==> config.mk <==
export PLATFORM = sky130hd
export DESIGN_NAME = cmod_io_ctrl_flat
export DESIGN_NICKNAME = d
export VERILOG_FILES = /design/src/rtl/cmod_io_ctrl_if.sv /design/src/rtl/cmod_io_ctrl.sv /design/src/flat_wrapper.sv
export SDC_FILE = /design/constraint.sdc
export NUM_CORES = 1
export LEC_CHECK = 0
export ABC_AREA = 0
export BUFFER_PORTS_ARGS = -buffer_cell sky130_fd_sc_hd__buf_2
export CORE_ASPECT_RATIO = 1.75
export CORE_MARGIN = 4
export CORE_UTILIZATION = 35
export CTS_BUF_LIST = sky130_fd_sc_hd__clkbuf_16
export CTS_CLUSTER_DIAMETER = 200
export DETAILED_ROUTE_END_ITERATION = 10
export PLACE_DENSITY = 0.62
export RECOVER_POWER = 100
export SLEW_MARGIN = 5
export SYNTH_ARGS = -nofsm -noshare
export SYNTH_HDL_FRONTEND = slang
export SYNTH_SLANG_ARGS = --single-unit
==> constraint.sdc <==
create_clock -name CLK -period 2 [get_ports CLK]
set_clock_uncertainty 0.2 [all_clocks]
set_input_delay 0.2 -clock CLK [delete_from_list [all_inputs] [get_ports CLK]]
set_output_delay 0.2 -clock CLK [all_outputs]
set_load 0.1 [all_outputs]
==> src/rtl/cmod_io_ctrl_if.sv <==
// cmod_io_ctrl_if: user-logic side of the board I/O controller.
//   btn_level   controller -> user  debounced button state, 1 = pressed
//   btn_press   controller -> user  1-cycle pulse on debounced 0->1
//   btn_release controller -> user  1-cycle pulse on debounced 1->0
//   led_duty    user -> controller  PWM duty per LED, LED i at [i*PWM_W +: PWM_W]
//   rgb_duty    user -> controller  PWM duty red [0 +: PWM_W], green, blue
// Modports: master = user logic, slave = cmod_io_ctrl.
interface cmod_io_ctrl_if #(
  parameter int unsigned N_BTN = 2,
  parameter int unsigned N_LED = 2,
  parameter int unsigned PWM_W = 8
);
  logic [N_BTN-1:0]       btn_level;
  logic [N_BTN-1:0]       btn_press;
  logic [N_BTN-1:0]       btn_release;
  logic [N_LED*PWM_W-1:0] led_duty;
  logic [3*PWM_W-1:0]     rgb_duty;

  modport master (
    input  btn_level, btn_press, btn_release,
    output led_duty, rgb_duty
  );

  modport slave (
    output btn_level, btn_press, btn_release,
    input  led_duty, rgb_duty
  );
endinterface

==> src/rtl/cmod_io_ctrl.sv <==
// cmod_io_ctrl: board I/O controller for the Cmod A7 family.
// Conditions N_BTN raw push-buttons (2-flop sync, debounce, edge detect) and
// drives N_LED discrete LEDs plus one RGB LED with per-channel PWM.
// Ports:
//   CLK        system clock (only clock)
//   RST        synchronous active-high reset
//   BTN        raw asynchronous button pins, 1 = pressed
//   usr        user-side interface (button status out, duties in)
//   LED        discrete LED pins, active-high
//   RGB0_Red/Green/Blue  RGB LED pins, active-low
module cmod_io_ctrl #(
  parameter int unsigned CLK_HZ          = 12000000,
  parameter int unsigned N_BTN           = 2,
  parameter int unsigned N_LED           = 2,
  parameter int unsigned PWM_W           = 8,
  parameter int unsigned DEBOUNCE_CYCLES = CLK_HZ / 100
) (
  input  logic              CLK,
  input  logic              RST,
  input  logic [N_BTN-1:0]  BTN,
  cmod_io_ctrl_if.slave     usr,
  output logic [N_LED-1:0]  LED,
  output logic              RGB0_Red,
  output logic              RGB0_Green,
  output logic              RGB0_Blue
);

  localparam int unsigned CNT_W = (DEBOUNCE_CYCLES > 2) ? $clog2(DEBOUNCE_CYCLES) : 1;
  localparam logic [CNT_W-1:0] CNT_MAX = CNT_W'(DEBOUNCE_CYCLES - 1);
  localparam logic [PWM_W-1:0] PC_MAX  = '1;

  // ---------------- button path ----------------
  logic [N_BTN-1:0] s1, s2;
  logic [N_BTN-1:0] level_q, level_d;
  logic [N_BTN-1:0] press_q, rel_q;
  logic [CNT_W-1:0] cnt [N_BTN];

  always_ff @(posedge CLK) begin
    if (RST) begin
      s1      <= '0;
      s2      <= '0;
      level_q <= '0;
      level_d <= '0;
      press_q <= '0;
      rel_q   <= '0;
      for (int unsigned i = 0; i < N_BTN; i++) cnt[i] <= '0;
    end else begin
      s1      <= BTN;
      s2      <= s1;
      // Edge pulses come from the previous-cycle level, so they land one
      // cycle after the level update and reset exit cannot fake an edge.
      level_d <= level_q;
      press_q <= level_q & ~level_d;
      rel_q   <= ~level_q & level_d;
      for (int unsigned i = 0; i < N_BTN; i++) begin
        if (s2[i] == level_q[i]) begin
          cnt[i] <= '0;
        end else if (cnt[i] == CNT_MAX) begin
          level_q[i] <= s2[i];
          cnt[i]     <= '0;
        end else begin
          cnt[i] <= cnt[i] + CNT_W'(1);
        end
      end
    end
  end

  assign usr.btn_level   = level_q;
  assign usr.btn_press   = press_q;
  assign usr.btn_release = rel_q;

  // ---------------- PWM path ----------------
  logic [PWM_W-1:0] pc;
  logic [PWM_W-1:0] led_dq [N_LED];
  logic [PWM_W-1:0] rgb_dq [3];
  logic [N_LED-1:0] led_on;
  logic [2:0]       rgb_on;
  logic [N_LED-1:0] led_q;
  logic [2:0]       rgb_q;

  // All-ones duty is forced fully on; otherwise pc < duty gives duty cycles.
  always_comb begin
    led_on = '0;
    rgb_on = '0;
    for (int unsigned i = 0; i < N_LED; i++)
      led_on[i] = (led_dq[i] == PC_MAX) || (pc < led_dq[i]);
    for (int unsigned i = 0; i < 3; i++)
      rgb_on[i] = (rgb_dq[i] == PC_MAX) || (pc < rgb_dq[i]);
  end

  always_ff @(posedge CLK) begin
    if (RST) begin
      pc    <= '0;
      led_q <= '0;
      rgb_q <= '1;
      for (int unsigned i = 0; i < N_LED; i++) led_dq[i] <= '0;
      for (int unsigned i = 0; i < 3; i++)     rgb_dq[i] <= '0;
    end else begin
      pc    <= pc + PWM_W'(1);
      led_q <= led_on;
      rgb_q <= ~rgb_on;
      // Duties are only taken at the period boundary to keep outputs glitch-free.
      if (pc == PC_MAX) begin
        for (int unsigned i = 0; i < N_LED; i++)
          led_dq[i] <= usr.led_duty[i*PWM_W +: PWM_W];
        for (int unsigned i = 0; i < 3; i++)
          rgb_dq[i] <= usr.rgb_duty[i*PWM_W +: PWM_W];
      end
    end
  end

  assign LED        = led_q;
  assign RGB0_Red   = rgb_q[0];
  assign RGB0_Green = rgb_q[1];
  assign RGB0_Blue  = rgb_q[2];

endmodule
==> src/flat_wrapper.sv <==
// flat-port wrapper written by rule: the top's interface ports become plain ports
module cmod_io_ctrl_flat 
#(
  parameter int unsigned CLK_HZ          = 12000000,
  parameter int unsigned N_BTN           = 2,
  parameter int unsigned N_LED           = 2,
  parameter int unsigned PWM_W           = 8,
  parameter int unsigned DEBOUNCE_CYCLES = CLK_HZ / 100
)
  (CLK, RST, BTN, LED, RGB0_Red, RGB0_Green, RGB0_Blue, usr_btn_level, usr_btn_press, usr_btn_release, usr_led_duty, usr_rgb_duty);
  cmod_io_ctrl_if #(.N_BTN(N_BTN), .N_LED(N_LED), .PWM_W(PWM_W)) usr_i ();
  input  logic CLK;
  input  logic RST;
  input  logic [N_BTN-1:0] BTN;
  output logic [N_LED-1:0] LED;
  output logic RGB0_Red;
  output logic RGB0_Green;
  output logic RGB0_Blue;
  output wire logic [$bits(usr_i.btn_level)-1:0] usr_btn_level;
  output wire logic [$bits(usr_i.btn_press)-1:0] usr_btn_press;
  output wire logic [$bits(usr_i.btn_release)-1:0] usr_btn_release;
  input wire logic [$bits(usr_i.led_duty)-1:0] usr_led_duty;
  input wire logic [$bits(usr_i.rgb_duty)-1:0] usr_rgb_duty;
  assign usr_btn_level = usr_i.btn_level;
  assign usr_btn_press = usr_i.btn_press;
  assign usr_btn_release = usr_i.btn_release;
  assign usr_i.led_duty = usr_led_duty;
  assign usr_i.rgb_duty = usr_rgb_duty;
  cmod_io_ctrl #(.CLK_HZ(CLK_HZ), .N_BTN(N_BTN), .N_LED(N_LED), .PWM_W(PWM_W), .DEBOUNCE_CYCLES(DEBOUNCE_CYCLES)) u_core (.CLK(CLK), .RST(RST), .BTN(BTN), .usr(usr_i), .LED(LED), .RGB0_Red(RGB0_Red), .RGB0_Green(RGB0_Green), .RGB0_Blue(RGB0_Blue));
endmodule
# [Word level (Yosys, flattened, before mapping)]
# Memories as Yosys holds them, arrays and structs flattened.
# Cells that the tools add are included.
[word_totals] regBits=25 ram_bits=74 in_bits=44 out_inout_bits=11 elab_cells=94 n_memories=3
[op_classes] add_sub_neg=3 n_lt_le_gt_ge=5 eq_ne=10 muxes=38 bitwise=18 n_reduce_logical=7
[memory_table] name="u_core.cnt" words=2 width=17 read_ports=2 rd_ports_with_merged_regs=0 write_ports=2 line_no="cmod_io_ctrl.sv:36" rtl="logic [CNT_W-1:0] cnt [N_BTN];"
[memory_table] name="u_core.rgb_dq" words=3 width=8 read_ports=3 rd_ports_with_merged_regs=0 write_ports=3 line_no="cmod_io_ctrl.sv:75" rtl="logic [PWM_W-1:0] rgb_dq [3];"
[memory_table] name="u_core.led_dq" words=2 width=8 read_ports=2 rd_ports_with_merged_regs=0 write_ports=2 line_no="cmod_io_ctrl.sv:74" rtl="logic [PWM_W-1:0] led_dq [N_LED];"
[op_table] operator="$mux W17" n=6
[op_table] operator="$eq A8 B8 Y1 const B" n=6
[op_table] operator="$lt A8 B8 Y1" n=5
[op_table] operator="$mux W8" n=5
[op_table] operator="$add A17 B1 Y17 const B" n=2
[op_table] operator="$eq A17 B17 Y1 const B" n=2
[op_table] operator="$mux W1" n=27
[op_table] operator="$or A1 B1 Y1" n=11
[op_table] operator="$add A8 B1 Y8 const B" n=1
[op_table] operator="$logic_or A1 B1 Y1" n=5
[op_table] operator="$and A2 B2 Y2" n=2
[op_table] operator="$not A2 Y2" n=2
[op_table] operator="$reduce_and A2 Y1" n=2
[op_table] operator="$not A3 Y3" n=1
[op_table] operator="$eq A1 B1 Y1" n=2
[op_table] operator="$not A1 Y1" n=2

# [Longest topological paths before layout]
# Gate-level depths: netlist of run 1.
[depth] word_depth=7 depth_mapped=7 ltp_nobuf=6

# [Worst setup path after synthesis of run 1]
# Ideal clock, no wire load.
[synth_timing] kind="register -> register" start="register u_core.level_q[0], in the netlist u_core.usr.btn_level[0]" end="memory u_core.cnt[0][12] (netlist bit) (data pin)" setup_time_ns=0.138 arrival_ns=1.807 required_ns=1.662 path_slack_ns=-0.145 stages_incl_launch_ff=6 path_buffers=2 synth_period_minus_slack_ns=2.145 path_cell_list="dfxtp_1 -> xnor2_1 -> a311o_2 -> buf_6 -> buf_12 -> nor2_1"
[synth_rtl] element="start, declared" line_no="cmod_io_ctrl.sv:34" rtl="logic [N_BTN-1:0] level_q, level_d;"
[synth_rtl] element="start signal, assigned by index" line_no="cmod_io_ctrl.sv:59" rtl="level_q[i] <= s2[i];"
[synth_rtl] element="end, declared" line_no="cmod_io_ctrl.sv:36"

==> summary.md, run 1 <==
| Metric | Value |
|---|---|
| Status | `complete, but fails checks` |
| Violated checks | `negative setup slack` |
| Port bufs | `between 50 and 60` |
| Max Slew Vio Count | `0` |
| Worst EP arrival | `1.92 ns` |
| Drt pass-1 iters | `4` |
| Post-DR vias/cell | `roughly 4.7` |
| Dpl cells | `approximately 750` |
| Synthesized area per cell | `approximately 11 um^2` |
| Chip width | `slightly below 100 um` |
| Synth area leader | `edfxtp_1` |
| Synth top area share | `0.437` |
| Clock Latency Late Sink | `0.34 ns` |
| Final cell count without fillers | `814` |
| DR WL/cell | `roughly 13 um` |
| Share of layout cells above drive strength 1 | `0.166` |
| PD cells | `just under 700 nW/um^2` |
| Hold Crit Class | `input pin to flop` |
| EDFF count, synth | `between 70 and 80` |
| Cells after Synth | `around 470` |
| Max-cap violations | `0` |
| Synthesized area | `a little over 5000 um^2` |
| Die Area | `around 17000 um^2` |
| Netlist cell types | `41` |
| H-tree depth | `3` |
| Setup WS post-layout | `-0.0251 ns` |
| Io pins | `55` |
| Register area share after synthesis | `0.536` |
| Layout area overhead | `31.0%` |
| Iter 0 DRT Violations | `133` |
| Number of CTS-inserted buffers | `9` |
| Fmax | `494 MHz` |
| CP max FO | `17` |
| CP required | `between 1.5 and 2 ns` |
| Ys flop type | `edfxtp_1` |
| Detailed-route DRC error count | `0` |
| Longest Clk Path Bufs | `2` |
| Ys async rst share | `0` |
| Vias | `roughly 3900` |
| GRT Util Overall | `0.132` |
| Type of origin of the critical path | `flop` |
| YS warnings | `0` |
| Hold path cells | `2` |
| Top post-synthesis cells by area | `edfxtp_1 44%, dfxtp_1 9.8%, ha_1 9.4%` |
| FF+latch count, synth | `a little under 100` |
| HPWL Detailed | `between 7 and 8 mm` |
| Clk sinks | `just under 100` |
| Pin count of the biggest net entering global routing | `41` |
| CTS root buf | `clkbuf_16` |
| Post-route cell area | `6660 um^2` |
| Crit share post-route | `1.01` |
| Crit. End Element | `flop` |
| Vias in the first global route | `around 4100` |
| Antenna violations before repair | `0` |
| Layout Nets | `711` |
| CTS clock-pin slew for the worst setup and hold paths | `approximately 0.070 ns` |
| Post-DRT Antenna Nets | `0` |
| Slew margin rel. | `0.633` |
| Tmin final | `about 2.0 ns` |
| Global-route wire length before repair | `between 15 and 20 mm` |
| RSZ-0062 raised after global routing | `yes` |
| Starting Density | `0.356` |
| P_leak | `~2.7 nW` |
| Cell row count | `58` |
| Antenna cells | `0` |
| Dpl cell area | `5890 um^2` |
| Worst VDD drop | `around 0.00041 V` |
| Die H | `~170 um` |
| TritonCTS clock tree | `built` |
| Overflow after GRT | `0` |
| Slew at the pin closest to its max-slew limit | `0.553 ns` |
| Worst r2r path cells | `5` |
| Drt total wl | `around 10 mm` |
| Final GP Congestion | `~0.74` |
| Core Region | `14300 um^2` |
| Critical path type | `flop to flop` |
| Fin. Hold Viols | `0` |
| Post-synth top cells | `74 x edfxtp_1, 61 x nor2_1, 42 x inv_1, 40 x and2_1, 38 x ha_1` |
| Final setup fails | `17` |
| Top-count cell post-synth | `edfxtp_1` |
[final cells by class]
class	count	area [um^2]
Fill cell	1338	7640
Sequential cell	99	2730
Multi-Input combinational cell	352	2290
Timing Repair Buffer	125	936
Clock buffer	9	225
Tap cell	180	225
Inverter	42	158
Clock inverter	7	93.8
[state kept, by name, summed over array words and instances (netlist names), 3 cells and up]
name / cells
u_core.cnt: 34
u_core.led_dq: 16
u_core.pc: 8
u_core.rgb_dq: 24
u_core.rgb_q: 3
[worst max-delay path, cell delays in order (launching register included)]
cell and delay, ns:
edfxtp_1 0.40, or4_4 0.56, nor4_4 0.16, a311o_2 0.25, buf_12 0.14, nor2_1 0.05
[timing repair]
action | in CTS | in global routing
setup endpoints to repair | 17 | 31
hold buffers | 42 | 0
pin swaps | 0 | 1
hold endpoints to repair | 42 | 0
buffers inserted | 1 | 2
gates resized for setup | 0 | 9
[layer usage]
| metal | track usage | share of wire | up-vias |
|---|---|---|---|
| li1 | - | - | 1934 |
| met1 | 0.122 | 0.36 | 1828 |
| met2 | 0.263 | 0.57 | 75 |
| met3 | 0.0267 | 0.032 | 25 |
| met4 | 0.0600 | 0.032 | 0 |
| met5 | 0 | 0 | - |
[power by group]
part	leakage, nW	switching (mW)	internal (mW)	total, mW
sequential	0.970	0.0521	2.28	2.33
clock	0.145	0.746	1.09	1.84
combinational	1.59	0.213	0.186	0.399
[cells by family after synthesis]
kind of cell    share of synthesized area
other cells                      0.000738
buf+inv                            0.0443
compound gates                     0.0419
xor+xnor                           0.0655
mux                               0.00419
fa+ha+maj                          0.0936
flops                               0.536
simple gates                        0.214
[final timing paths]
check,start,endpoint,slack (ns)
worst max-delay path,u_core.cnt[0][11],u_core.cnt[0][16],-0.03
worst min-delay path,RST,u_core.s2[1],0.01
worst max register to register,u_core.cnt[0][11],u_core.cnt[0][16],-0.03
worst min register to register,u_core.level_d[1],u_core.usr.btn_press[1],0.21
[per-stage QoR]
stage	setup TNS (ns)	power (mW)	hold WS (ns)	utilization	worst slack, ns
global route	-1.27	4.75	0.0408	0.466	-0.0846
floorplan	-0.519	2.58	0.128	-	-0.0554
global placement	0	2.70	0.189	0.412	0.0131
finish	-0.330	4.56	0.0143	0.466	-0.0251
CTS	-0.976	4.61	0.0159	0.464	-0.0667
detailed placement	-0.388	2.71	0.197	0.412	-0.0320
[cell usage in the layout, fill, tap and decap left out, drive strengths merged, types with 11 or more instances in the layout]
master       instances
edfxtp              74
buf                 67
nor2                61
inv                 43
dlygate4sd3         42
and2                40
ha                  38
conb                34
xnor2               31
dfxtp               25
clkbuf              25
nand2               22
nor4                17
nand3               16
nand4               15
nor3                11
a21oi               11
Note: power is estimated with default switching activity, not from simulation.
==> run 2, diff against run 1 <==
Settings changed: CTS_CLUSTER_DIAMETER 200 to 150, PLACE_DENSITY 0.62 to 0.6.
Clock period 2 ns to 2.3 ns, I/O delays scaled along.
==> summary.md, run 2 (synthesis results as in run 1) <==
| Metric | Value |
|---|---|
| Status | `finished, final reports clean` |
| Clk sinks | `99 (unchanged)` |
| Iter 0 DRT Violations | `105 (-21%)` |
| Fin. Hold Viols | `0 (unchanged)` |
| Slew margin rel. | `0.221 (-0.412)` |
| Switching Share | `0.206 (-0.0159)` |
| Power share of the clock group | `0.433 (+0.030)` |
| Post-DRT Antenna Nets | `0 (unchanged)` |
| Overflow after GRT | `0 (unchanged)` |
| CTS clock-pin slew for the worst setup and hold paths | `0.06 ns (about the same)` |
| Final setup fails | `0 (-17)` |
| Final cell count without fillers | `798 (-2.0%)` |
| Worst EP arrival | `1.93 ns (about the same)` |
| Place WS | `0.128 ns (+0.160 ns)` |
| P_sw | `0.852 mW (-16%)` |
| Number of CTS-inserted buffers | `9 (unchanged)` |
| Final GP Congestion | `0.764 (+3.5%)` |
| Top Registers | `u_core.cnt: 34 flops, u_core.rgb_dq: 24 flops, u_core.led_dq: 16 flops` |
| Worst VDD drop | `0.000441 V (+6.8%)` |
| Dpl cells | `740 (-1.7%)` |
| Final hold slack | `0.205 ns (+0.191 ns)` |
| Antenna violations before repair | `0 (unchanged)` |
| HPWL Detailed | `7.21 mm (-3.9%)` |
| Type of origin of the critical path | `flop` |
| Layout area overhead | `27.6%` |
| Tmin final | `2.16 ns (+0.134 ns)` |
| Slew at the pin closest to its max-slew limit | `1.17 ns (+0.621 ns)` |
| Worst r2r path cells | `4 (-1)` |
| Clock Latency Late Sink | `0.34 ns (about the same)` |
| CP max FO | `40 (+23)` |
| Post-DR vias/cell | `4.69 (-1.2%)` |
| TritonCTS clock tree | `built` |
| Longest Clk Path Bufs | `2 (unchanged)` |
| Setup TNS | `0 ns (+0.330 ns)` |
| Detailed-route DRC error count | `0 (unchanged)` |
| Most frequent cells in the layout | `74 x edfxtp_1, 61 x nor2_1, 44 x inv_1` |
| P_leak | `2.60 nW (-3.8%)` |
| Pin count of the biggest net entering global routing | `41 (unchanged)` |
| Die Area | `16600 um^2 (unchanged)` |
| Port bufs | `54 (unchanged)` |
| Max-cap violations | `0 (unchanged)` |
| Cell Int Power | `3.29 mW (-7.4%)` |
| Die H | `167 um (unchanged)` |
| Max Slew Vio Count | `0 (unchanged)` |
| Post-CTS Repair Setup Buffers | `0 (-1)` |
| Global-route wire length before repair | `17.1 mm (-2.3%)` |
| PD cells | `638 nW/um^2 (-6.9%)` |
| CTS root buf | `clkbuf_16` |
| Starting Density | `0.356 (unchanged)` |
| Crit share post-route | `0.939 (-0.0739)` |
| Core Region | `14300 um^2 (unchanged)` |
| DR WL/cell | `12.5 um (-3.3%)` |
| Max FFs per register | `34 (unchanged)` |
| Share of layout cells above drive strength 1 | `0.120 (-0.0459)` |
| RSZ-0062 raised after global routing | `no` |
| Hold Crit Class | `flop to flop` |
| Flop pwr share | `0.490 (-0.020)` |
| Top reg by flops | `u_core.cnt` |
| Post_cts resized | `0 (unchanged)` |
| H-tree depth | `3 (unchanged)` |
| Antenna cells | `0 (unchanged)` |
| Drt pass-1 iters | `4 (unchanged)` |
| Crit. End Element | `flop` |
| CP required | `2.07 ns (+0.17 ns)` |
| Dpl cell area | `5760 um^2 (-2.3%)` |
| Layout Nets | `695 (-2.3%)` |
| Drt total wl | `9.94 mm (-5.2%)` |
| Gate power share | `0.077 (-0.011)` |
| Setup WS post-layout | `0.141 ns (+0.166 ns)` |
| Io pins | `55 (unchanged)` |
| # hold bufs at CTS | `42 (unchanged)` |
| Vias in the first global route | `3851 (-5.4%)` |
| Critical path type | `flop to flop` |
| Hold path cells | `1 (-1)` |
| Fillcell total | `1336 (-0.15%)` |
| Cell row count | `58 (unchanged)` |
| GRT Util Overall | `0.126 (-0.00550)` |
| Vias | `3741 (-3.1%)` |
| Chip width | `99.1 um (unchanged)` |
| Most common cell after layout, fill and taps aside | `edfxtp_1` |
| Fmax | `463 MHz (-6.2%)` |
| Post-route cell area | `6480 um^2 (-2.6%)` |
==> run 2: cell types whose count changed in the layout (fill, tap and decap cells not counted), sizes merged <==
cell | before | now
buf | 67 | 50
clkinv | 0 | 1
clkbuf | 25 | 26
bufinv | 2 | 4
inv | 43 | 44
clkinvlp | 4 | 0
==> run 2: cell type report <==
cell class	count	area [um^2]	share of cell area
Tap cell	180	225	0.0347
Timing Repair Buffer	109	763	0.118
Clock inverter	7	133	0.0205
Inverter	42	158	0.0243
Multi-Input combinational cell	352	2260	0.348
Clock buffer	9	225	0.0347
Sequential cell	99	2720	0.420
==> run 2: final timing paths <==
path / start / endpoint / slack, ns
worst max-delay path: u_core.pc[5] / u_core.led_dq[0][12] / 0.14
worst min-delay path: u_core.level_d[0] / u_core.usr.btn_press[0] / 0.21
worst max register to register: u_core.pc[5] / u_core.led_dq[0][12] / 0.14
worst min register to register: u_core.level_d[0] / u_core.usr.btn_press[0] / 0.21
==> run 2: per-layer routing <==
layer,track usage,share of wire,vias up
li1,-,-,1906
met1,0.133,0.38,1739
met2,0.239,0.56,78
met3,0.0208,0.033,18
met4,0.0553,0.026,0
met5,0,0,-
==> run 2: metrics by stage <==
stage | util | total power, mW
final | 0.454 | 4.14
after global routing | 0.454 | 4.30
after CTS | 0.457 | 4.18
after detailed placement | 0.403 | 2.34
after global placement | 0.403 | 2.33
after floorplan | - | 2.24
==> run 2: worst max-delay path: stages, from the launching register on <==
cell,delay (ns)
dfxtp_1,0.53
and3_1,0.24
and3_1,0.22
a31o_2,0.16
buf_4,0.43
==> run 2: power groups by stage <==
stage | Combinational, mW | Clock [mW] | Sequential, mW
finish | 0.318 | 1.79 | 2.03
detailed placement | 0.271 | 0 | 2.07
CTS | 0.327 | 1.82 | 2.03
global placement | 0.263 | 0 | 2.07
global route | 0.361 | 1.90 | 2.04
floorplan | 0.136 | 0 | 2.10
==> run 3, diff against run 2 <==
Settings changed: ABC_AREA 0 to 1.
==> summary.md, run 3 <==
| Metric | Value |
|---|---|
| Status | `finished, final reports clean` |
| TritonCTS clock tree | `built` |
| Iter 0 DRT Violations | `106 (+0.95%)` |
| EDFF count, synth | `74 (unchanged)` |
| Chip width | `102 um (+2.7%)` |
| Core Region | `15000 um^2 (+4.8%)` |
| Max Slew Vio Count | `0 (unchanged)` |
| Switching Share | `0.227 (+0.0215)` |
| Slew margin rel. | `0.214 (-0.00695)` |
| Clk sinks | `99 (unchanged)` |
| # hold bufs at CTS | `37 (-12%)` |
| CP max FO | `35 (-13%)` |
| Clock Latency Late Sink | `0.34 ns (about the same)` |
| CTS root buf | `clkbuf_16` |
| Die H | `172 um (+2.8%)` |
| YS warnings | `0 (unchanged)` |
| Drt total wl | `10.4 mm (+4.4%)` |
| Critical path's slowest cell | `dfxtp_1` |
| PD cells | `598 nW/um^2 (-6.3%)` |
| Vias | `4072 (+8.8%)` |
| Layout Nets | `829 (+19%)` |
| Max FFs per register | `34 (unchanged)` |
| FF+latch count, synth | `99 (unchanged)` |
| Xor/xnor share of the synthesized area | `0.0309 (-0.0346)` |
| Die Area | `17500 um^2 (+5.6%)` |
| Critical path type | `flop to flop` |
| Cell row count | `59 (+1.7%)` |
| CP bufs+invs | `2 (+1)` |
| Port bufs | `54 (unchanged)` |
| HPWL Detailed | `7.80 mm (+8.3%)` |
| Most frequent CP cell | `nand2_1` |
| Crit. End Element | `flop` |
| GRT Util Overall | `0.130 (+0.00384)` |
| Top Registers | `u_core.cnt: 34 flops, u_core.rgb_dq: 24 flops, u_core.led_dq: 16 flops` |
| Fin util | `0.445 (-0.00818)` |
| CP required | `2.13 ns (+0.06 ns)` |
| Worst EP arrival | `1.90 ns (-0.03 ns)` |
| Post-synth top cells | `121 x inv_1, 102 x nand2_1, 96 x nor2_1, 74 x edfxtp_1, 38 x ha_1` |
| Most frequent cells in the layout | `122 x inv_1, 103 x nand2_1, 101 x nor2_1` |
| Crit path max-delay family | `simple AND/OR/NAND/NOR gates` |
| Synth Area in Simple Gates | `0.231 (+0.0165)` |
| Final setup fails | `0 (unchanged)` |
| Worst path max stage delay | `0.42 ns (-0.11 ns)` |
| Setup WS post-layout | `0.232 ns (+0.0907 ns)` |
| Synth Area in Adders | `0.0883 (-0.00528)` |
| Post_cts resized | `0 (unchanged)` |
| Number of CTS-inserted buffers | `9 (unchanged)` |
| RSZ-0062 raised after global routing | `no` |
| Dpl cell area | `6040 um^2 (+4.9%)` |
| Layout area overhead | `23.9%` |
| Drt pass-1 iters | `4 (unchanged)` |
| Crit share post-route | `0.899 (-0.0394)` |
| DR WL/cell | `11.1 um (-11%)` |
| H-tree depth | `3 (unchanged)` |
| Synthesized area | `5390 um^2 (+6.0%)` |
| Setup TNS | `0 ns (unchanged)` |
| Flop pwr share | `0.509 (+0.019)` |
| Io pins | `55 (unchanged)` |
| Max-cap violations | `0 (unchanged)` |
| Final cell count without fillers | `935 (+17%)` |
| Top reg by flops | `u_core.cnt` |
| Starting Density | `0.359 (+0.00393)` |
| Pin count of the biggest net entering global routing | `41 (unchanged)` |
| Slew at the pin closest to its max-slew limit | `1.18 ns (+0.0105 ns)` |
| Synthesized area per cell | `8.84 um^2 (-18%)` |
| Type of origin of the critical path | `flop` |
| Worst VDD drop | `0.000322 V (-27%)` |
| Post-route cell area | `6680 um^2 (+2.9%)` |
| Overflow after GRT | `0 (unchanged)` |
| Place WS | `0.255 ns (+0.128 ns)` |
| Tot Pwr | `3.99 mW (-3.5%)` |
| Detailed-route DRC error count | `0 (unchanged)` |
| Share of layout cells above drive strength 1 | `0.120 (about the same)` |
| Synth top area share | `0.413 (-0.0247)` |
| Mux cell area share after synthesis | `0 (-0.00419)` |
| Fin. Hold Viols | `0 (unchanged)` |
| Longest Clk Path Bufs | `2 (unchanged)` |
| Hold Crit Class | `input pin to flop` |
| Ys flop type | `edfxtp_1` |
| Ys async rst share | `0 (unchanged)` |
| Worst path cell trace | `ha_1 > nand2_1 > inv_1 > nand2_1 > nor3_2 > and2_4 > nand2_1 > nand2_1 > buf_12` |
| Final hold slack | `0.00229 ns (-0.203 ns)` |
| Cell Int Power | `3.09 mW (-6.1%)` |
| Antenna cells | `0 (unchanged)` |
| Tmin final | `2.07 ns (-0.0907 ns)` |
| Power share of the clock group | `0.403 (-0.030)` |
| CTS clock-pin slew for the worst setup and hold paths | `0.07 ns (about the same)` |
| Register area share after synthesis | `0.505 (-0.0302)` |
| P_sw | `0.908 mW (+6.6%)` |
| Post-DR vias/cell | `4.36 (-7.1%)` |
| Global-route wire length before repair | `17.9 mm (+4.7%)` |
| P_leak | `3.11 nW (+19%)` |
| Gate power share | `0.088 (+0.011)` |
| Post-CTS Repair Setup Buffers | `0 (unchanged)` |
| Synth area leader | `edfxtp_1` |
| Main combinational cell family by area after synthesis | `simple AND/OR/NAND/NOR gates` |
| Top-count cell post-synth | `inv_1` |
| Compound-gate portion of the synthesized area | `0.0453 (+0.00344)` |
| Netlist cell types | `31 (-24%)` |
| Top post-synthesis cells by area | `edfxtp_1 41%, dfxtp_1 9.3%, ha_1 8.8%` |
| Antenna violations before repair | `0 (unchanged)` |
| Vias in the first global route | `4056 (+5.3%)` |
| Fillcell total | `1486 (+11%)` |
| Dpl cells | `882 (+19%)` |
| Most common cell after layout, fill and taps aside | `inv_1` |
| Fmax | `484 MHz (+4.4%)` |
| Cells after Synth | `609 (+29%)` |
| Post-DRT Antenna Nets | `0 (unchanged)` |
| Final GP Congestion | `0.783 (+2.5%)` |
[run 3: cell types whose count changed after synthesis, moves of 12 or more]
| cell | delta |
|---|---|
| a21oi_1 | +20 |
| and2_1 | -40 |
| inv_1 | +79 |
| nand2_1 | +80 |
| nor2_1 | +35 |
| nor2_2 | +12 |
| xnor2_1 | -24 |
[run 3: cells by family (layout without fill, tap and decap cells)]
kind of cell,Yosys count,in the layout
DFF,99,99
xor gates and xnor gates,19,19
other,1,34
buffers and inverters,131,241
and+or+nand+nor,276,276
AOI/OAI and AO/OA,45,45
adders and majority gates,38,38
[run 3: worst paths after layout]
kind	from	cells after the start	end	slack, ns
worst max-delay path	u_core.pc[0]	9	u_core.led_dq[0][1]	0.23
worst min-delay path	usr_rgb_duty[15]	3	u_core.rgb_dq[0][15]	0.002
worst max register to register	u_core.pc[0]	9	u_core.led_dq[0][1]	0.23
worst min register to register	u_core.s1[1]	2	u_core.s2[1]	0.21
[run 3: metal layers]
metal,wire length [um],track usage
met3,275,0.0226
met5,0,0
met4,210,0.0480
met1,4100,0.134
met2,5790,0.254
[run 3: layout make-up]
cell class | count | area (um^2) | share of cell area
sequential | 99 | 2720 | 0.408
inverter | 122 | 458 | 0.0686
clock inverter | 7 | 92.6 | 0.0139
clock buffer | 9 | 225 | 0.0337
timing repair buffer | 103 | 724 | 0.109
multi-input combinational | 412 | 2220 | 0.333
tap | 183 | 229 | 0.0343
[run 3: power groups by stage]
stage	Sequential, mW	Clock (mW)	Combinational (mW)
final	2.03	1.61	0.350
after global routing	2.04	1.72	0.405
after CTS	2.04	1.66	0.359
after detailed placement	2.08	0	0.309
after global placement	2.07	0	0.308
after floorplan	2.10	0	0.172
[run 3: worst min-delay path: cells and delay by family]
kind                   cells  cell delay, ns
AND/OR/NAND/NOR            1            0.09
buffers and inverters      2            0.11
